[src/rtl/cache_fill_ctrl_pkg.sv]
// Shared types and constants for the cache miss fill controller.
// Used by fill_arbiter and cache_fill_ctrl.
package cache_fill_ctrl_pkg;

    // Fill sequencer states
    typedef enum logic [1:0] {
        IDLE  = 2'd0,
        ISSUE = 2'd1,
        DRAIN = 2'd2,
        DONE  = 2'd3
    } fill_state_t;

    // Which cache owns the burst in flight
    typedef enum logic {
        OWN_I = 1'b0,
        OWN_D = 1'b1
    } owner_t;

    // Byte-offset bits inside a 16B block; clearing them gives the block base
    localparam logic [15:0] BLOCK_OFFSET_MASK = 16'h000F;

    // Bytes per memory word; beat k sits at base + k*WORD_BYTES
    localparam int WORD_BYTES = 2;

endpackage

[src/rtl/fill_arbiter.sv]
// Combinational miss arbiter for the fill controller.
// Default build: fixed priority, D-cache wins a simultaneous miss.
// With FILL_ARB_RR_EN defined: the cache that did not win last time wins a tie.
module fill_arbiter
    import cache_fill_ctrl_pkg::*;
(
    input  logic   icache_miss,
    input  logic   dcache_miss,
`ifdef FILL_ARB_RR_EN
    input  owner_t last_owner,
`endif
    output logic   grant_valid,
    output owner_t grant_owner
);

    // Pick a winner from the pending misses
    always_comb begin
        grant_valid = icache_miss | dcache_miss;
        grant_owner = OWN_D;
        if (icache_miss && !dcache_miss) begin
            grant_owner = OWN_I;
        end
`ifdef FILL_ARB_RR_EN
        else if (icache_miss && dcache_miss) begin
            grant_owner = (last_owner == OWN_D) ? OWN_I : OWN_D;
        end
`endif
    end

endmodule

[src/rtl/cache_fill_ctrl.sv]
// Miss fill controller shared by the I-cache and D-cache.
// Grants one miss at a time, issues an 8-beat word burst on the memory read
// port, steers each returned word into the owning cache and pulses its
// fill_done when the block is complete.
// Optional macro FILL_ARB_RR_EN selects round-robin arbitration on a tie.
module cache_fill_ctrl
    import cache_fill_ctrl_pkg::*;
#(
    parameter int WORDS_PER_BLOCK = 8,
    parameter int ADDR_W          = 16,
    parameter int DATA_W          = 16
) (
    input  logic              clk,
    input  logic              rst,
    input  logic              icache_miss,
    input  logic [ADDR_W-1:0] icache_miss_addr,
    input  logic              dcache_miss,
    input  logic [ADDR_W-1:0] dcache_miss_addr,
    output logic              mem_en,
    output logic [ADDR_W-1:0] mem_addr,
    input  logic              mem_data_valid,
    input  logic [DATA_W-1:0] mem_data_in,
    output logic [ADDR_W-1:0] fill_addr,
    output logic [DATA_W-1:0] fill_data,
    output logic              icache_fill_we,
    output logic              dcache_fill_we,
    output logic              icache_fill_done,
    output logic              dcache_fill_done,
    output logic              busy
);

    localparam int              CNT_W     = $clog2(WORDS_PER_BLOCK);
    localparam logic [CNT_W-1:0] LAST_BEAT = CNT_W'(WORDS_PER_BLOCK - 1);

    fill_state_t       state, state_nxt;
    owner_t            owner, owner_nxt;
    logic [CNT_W-1:0]  issue_cnt, issue_cnt_nxt;
    logic [CNT_W-1:0]  recv_cnt, recv_cnt_nxt;
    logic [ADDR_W-1:0] base;
    logic [ADDR_W-1:0] grant_base;
    logic              grant_valid;
    owner_t            grant_owner;
    logic              grant_take;
    logic              fill_phase;
    logic              last_recv;

`ifdef FILL_ARB_RR_EN
    owner_t last_owner, last_owner_nxt;
`endif

    // Byte address of beat k within the block at base b (wraps mod 2^ADDR_W)
    function automatic logic [ADDR_W-1:0] beat_addr(input logic [ADDR_W-1:0] b,
                                                    input logic [CNT_W-1:0]  k);
        return b + ADDR_W'(k) * ADDR_W'(WORD_BYTES);
    endfunction

    fill_arbiter u_arb (
        .icache_miss (icache_miss),
        .dcache_miss (dcache_miss),
`ifdef FILL_ARB_RR_EN
        .last_owner  (last_owner),
`endif
        .grant_valid (grant_valid),
        .grant_owner (grant_owner)
    );

    assign grant_base = ((grant_owner == OWN_I) ? icache_miss_addr : dcache_miss_addr)
                        & ~ADDR_W'(BLOCK_OFFSET_MASK);
    assign fill_phase = (state == ISSUE) || (state == DRAIN);
    assign last_recv  = mem_data_valid && (recv_cnt == LAST_BEAT);

    // Control state: FSM, owner, beat counters (async reset)
    always_ff @(posedge clk or posedge rst) begin
        if (rst) begin
            state     <= IDLE;
            owner     <= OWN_D;
            issue_cnt <= '0;
            recv_cnt  <= '0;
`ifdef FILL_ARB_RR_EN
            last_owner <= OWN_I;
`endif
        end else begin
            state     <= state_nxt;
            owner     <= owner_nxt;
            issue_cnt <= issue_cnt_nxt;
            recv_cnt  <= recv_cnt_nxt;
`ifdef FILL_ARB_RR_EN
            last_owner <= last_owner_nxt;
`endif
        end
    end

    // Block base of the granted miss; only meaningful outside IDLE, so no reset
    always_ff @(posedge clk) begin
        if (grant_take) begin
            base <= grant_base;
        end
    end

    // Next-state, counters and all outputs
    always_comb begin
        state_nxt        = state;
        owner_nxt        = owner;
        issue_cnt_nxt    = issue_cnt;
        recv_cnt_nxt     = recv_cnt;
        grant_take       = 1'b0;
        mem_en           = 1'b0;
        mem_addr         = '0;
        fill_addr        = '0;
        fill_data        = '0;
        icache_fill_we   = 1'b0;
        dcache_fill_we   = 1'b0;
        icache_fill_done = 1'b0;
        dcache_fill_done = 1'b0;
        busy             = (state != IDLE);
`ifdef FILL_ARB_RR_EN
        last_owner_nxt   = last_owner;
`endif

        // Returned words are only accepted while a burst is active; anything
        // arriving in IDLE or DONE is a stale response and is dropped.
        if (fill_phase && mem_data_valid) begin
            fill_data    = mem_data_in;
            fill_addr    = beat_addr(base, recv_cnt);
            recv_cnt_nxt = recv_cnt + CNT_W'(1);
            if (owner == OWN_I) begin
                icache_fill_we = 1'b1;
            end else begin
                dcache_fill_we = 1'b1;
            end
        end

        case (state)
            IDLE: begin
                if (grant_valid) begin
                    grant_take = 1'b1;
                    owner_nxt  = grant_owner;
                    state_nxt  = ISSUE;
`ifdef FILL_ARB_RR_EN
                    last_owner_nxt = grant_owner;
`endif
                end
            end
            ISSUE: begin
                mem_en        = 1'b1;
                mem_addr      = beat_addr(base, issue_cnt);
                issue_cnt_nxt = issue_cnt + CNT_W'(1);
                if (issue_cnt == LAST_BEAT) begin
                    // With zero memory latency the last word lands with the last request
                    state_nxt = last_recv ? DONE : DRAIN;
                end
            end
            DRAIN: begin
                if (last_recv) begin
                    state_nxt = DONE;
                end
            end
            DONE: begin
                if (owner == OWN_I) begin
                    icache_fill_done = 1'b1;
                end else begin
                    dcache_fill_done = 1'b1;
                end
                state_nxt = IDLE;
            end
            default: begin
                state_nxt = IDLE;
            end
        endcase
    end

endmodule
[config.mk]
export PLATFORM = sky130hd
export DESIGN_NAME = cache_fill_ctrl
export DESIGN_NICKNAME = d
export VERILOG_FILES = /design/src/rtl/cache_fill_ctrl_pkg.sv /design/src/rtl/fill_arbiter.sv /design/src/rtl/cache_fill_ctrl.sv
export SDC_FILE = /design/constraint.sdc
export NUM_CORES = 1
export LEC_CHECK = 0
export BUFFER_PORTS_ARGS = -buffer_cell sky130_fd_sc_hd__buf_2
export CAP_MARGIN = 20
export CORE_MARGIN = 1.5
export CORE_UTILIZATION = 30
export CTS_CLUSTER_DIAMETER = 150
export DETAILED_ROUTE_END_ITERATION = 12
export PLACE_DENSITY = 0.64
export SYNTH_ARGS = -nofsm -noshare
export SYNTH_HDL_FRONTEND = slang
export SYNTH_SLANG_ARGS = --single-unit
[constraint.sdc]
create_clock -name clk -period 2.2 [get_ports clk]
set_clock_uncertainty 0.2 [all_clocks]
set_input_delay 0.22 -clock clk [delete_from_list [all_inputs] [get_ports clk]]
set_output_delay 0.22 -clock clk [all_outputs]
set_load 0.03 [all_outputs]
==> results.ini <==
[timing]
setup_viol = 0
worst_slack_ps = 194.3
grt_setup_unrepaired = no
hold_viol_final = 0
fin_crit_sh_pct = 91.17
slew_viol_final = 0
min_period_ps = 2006
max_freq_ghz = 0.4986
whs_ps = 34.04
tns_ps = 0

[global_route]
grtUsageTotal_pct = 13.91
grt_pass1_wl_um = 5589
grt_overflow = 0
first_global_vias = 1287
antenna_found_initial = 0
grt_max_degree = 36

[logic_synthesis]
yosysTopAreaCellShare_pct = 26.42
synth-seq-area-share_pct = 43.03
ys_warn_count = 0
synth_edf_count = 12
synthDistinctLibCells = 24
yosysTopAreaCell = edfxtp_1
yosysMostFrequentCell = and3_1
avgSynthCellArea_um2 = 10.65
synthTopCellsByArea = edfxtp_1 (26%), and3_1 (15%), dfrtp_1 (15%), mux2_2 (13%), and2_1 (7.3%)
syn_area_um2 = 1364
synth_flop_cell = edfxtp_1
synth_seq_cells = 21
async_flop_share_pct = 42.86
synth_common_cells = and3_1 (33), and2_1 (16), mux2_2 (16), edfxtp_1 (12)
synth_cells = 128

[clocking]
cts_sinks = 21
cts_tree = done
cts_made_buffers = 3
cts_root_buffer = clkbuf_8
worstSkewPairLatency_ps = 250
clockBufferDepth = 2
htreeDepth = 1
clkTransAtPathRegs_ps = 70

[setup_path]
worstSetupEndpointType = output pin
worstPathRequired_ps = 1780
cp-start-kind = register
crit_path_max_fanout = 16
arrival_ps = 1590
rr_worst_depth = 5
path_class = register to output pin

[cells_and_area]
fin_area_um2 = 1981
areaGrowthSynthToFinish_pct = 45.23
n_fill_cell = 443
nets = 288
layout-drive-gt1-share_pct = 55.75
insertedDiodeCount = 0

[drt]
ant_nets = 0
met2_length_um = 1685
topRoutingLayerUsed = met4
avgViaCountPerCell = 4.594
drt_pass1_iterations = 4
drc_errors = 0
routedWlPerCell_um = 12.65
drt_iter0_markers = 41
route.met3.wl_um = 295
wirelength_met1_um = 1516
vias = 1277
wl_um = 3516

[power]
p_per_area_nw_per_um2 = 1473
finalPower_mw = 2.918
irDropWorstVdd_mv = 0.6023
p_leak_nw = 1.152

[place]
place_ws_ps = 270.2
io_buffers = 96
gp_congestion = 0.7026
dp_hpwl_um = 2678
dpl_cell_area_um2 = 1899

[status]
status = finished clean

[floorplanning]
top_level_ports = 107
fp.dieW_um = 70.43
start_util_pct = 31.32
die_h_um = 70.43
core_area_um2 = 4354
rows = 24
dieArea_um2 = 4960

[run]
maxCapViolations = 0

[worst_hold_path]
hold_class = input pin to register
whs_path_depth = 2

[final timing paths]
kind	startpoint	to	slack [ps]
max	state[0]	mem_addr[3]	190
min	dcache_miss	owner	30
max reg2reg	state[0]	state[1]	320
min reg2reg	issue_cnt[0]	issue_cnt[0]	300
max in group asynchronous	rst	owner	1240
min in group asynchronous	rst	issue_cnt[0]	260
[state kept, by name (all words and copies together), names as in the netlist]
register and count:
base 12, issue_cnt 3, recv_cnt 3, state 2
owner 1
[metrics by stage]
stage | utilization (%) | cells
2_1_floorplan | - | 129
3_3_place_gp | 43.62 | 271
3_5_place_dp | 43.62 | 271
4_1_cts | 45.06 | 277
5_1_grt | 45.49 | 278
6_report | 45.49 | 278
[layout make-up]
type | instances | area [um2] | area share, %
multi-input cells | 93 | 719.4 | 36.32
flip-flops and latches | 21 | 586.8 | 29.63
repair buffers | 104 | 549.3 | 27.73
well taps | 52 | 65.06 | 3.285
clock buffers | 4 | 45.04 | 2.274
inverters | 4 | 15.01 | 0.7581
[metal layers]
layer / GRT usage, % / vias to the layer above
met5: 0 / -
met4: 3.846 / 0
met2: 25.05 / 65
met3: 3.030 / 2
li1: - / 639
met1: 16.50 / 571
[critical path: stages, from the launching register on]
cell     delay (ps)
dfrtp_1         390
buf_4           150
ha_1            260
buf_4           210
and2_1          160
buf_2           170
[repair_timing]
item	CTS	global route
hold buffers	1	0
buffers inserted	1	1
pin swaps	0	0
endpoints found under the hold margin	8	0
endpoints found under the setup margin	1	1
gates resized for setup	0	4
[cells in the final DEF, fill, tap and decap left out, drive strengths merged, types with 2 or more instances in the layout]
master,synthesis,final
mux2,17,17
dfrtp,8,8
conb,1,2
nand2,3,3
nand2b,2,2
nor2b,2,2
and2,16,16
nor2,3,3
and3,33,33
clkbuf,7,5
edfxtp,12,12
ha,8,8
buf,4,102
inv,4,4
[report_power, final]
part | internal (mW) | switching (mW) | leakage, nW
Sequential | 0.594 | 0.0882 | 0.216
Combinational | 0.727 | 1.26 | 0.913
Clock | 0.129 | 0.119 | 0.0228
[kinds of logic after synthesis]
logic type                 share of synthesized area, %
and+or+nand+nor                                   26.33
xor gates and xnor gates                          1.285
buffers and inverters                             4.862
other                                            0.2750
DFF                                               43.03
AOI/OAI and AO/OA                                 2.569
muxes                                             14.31
adders and majority gates                         7.340
Power figures use the tool's default switching activity.
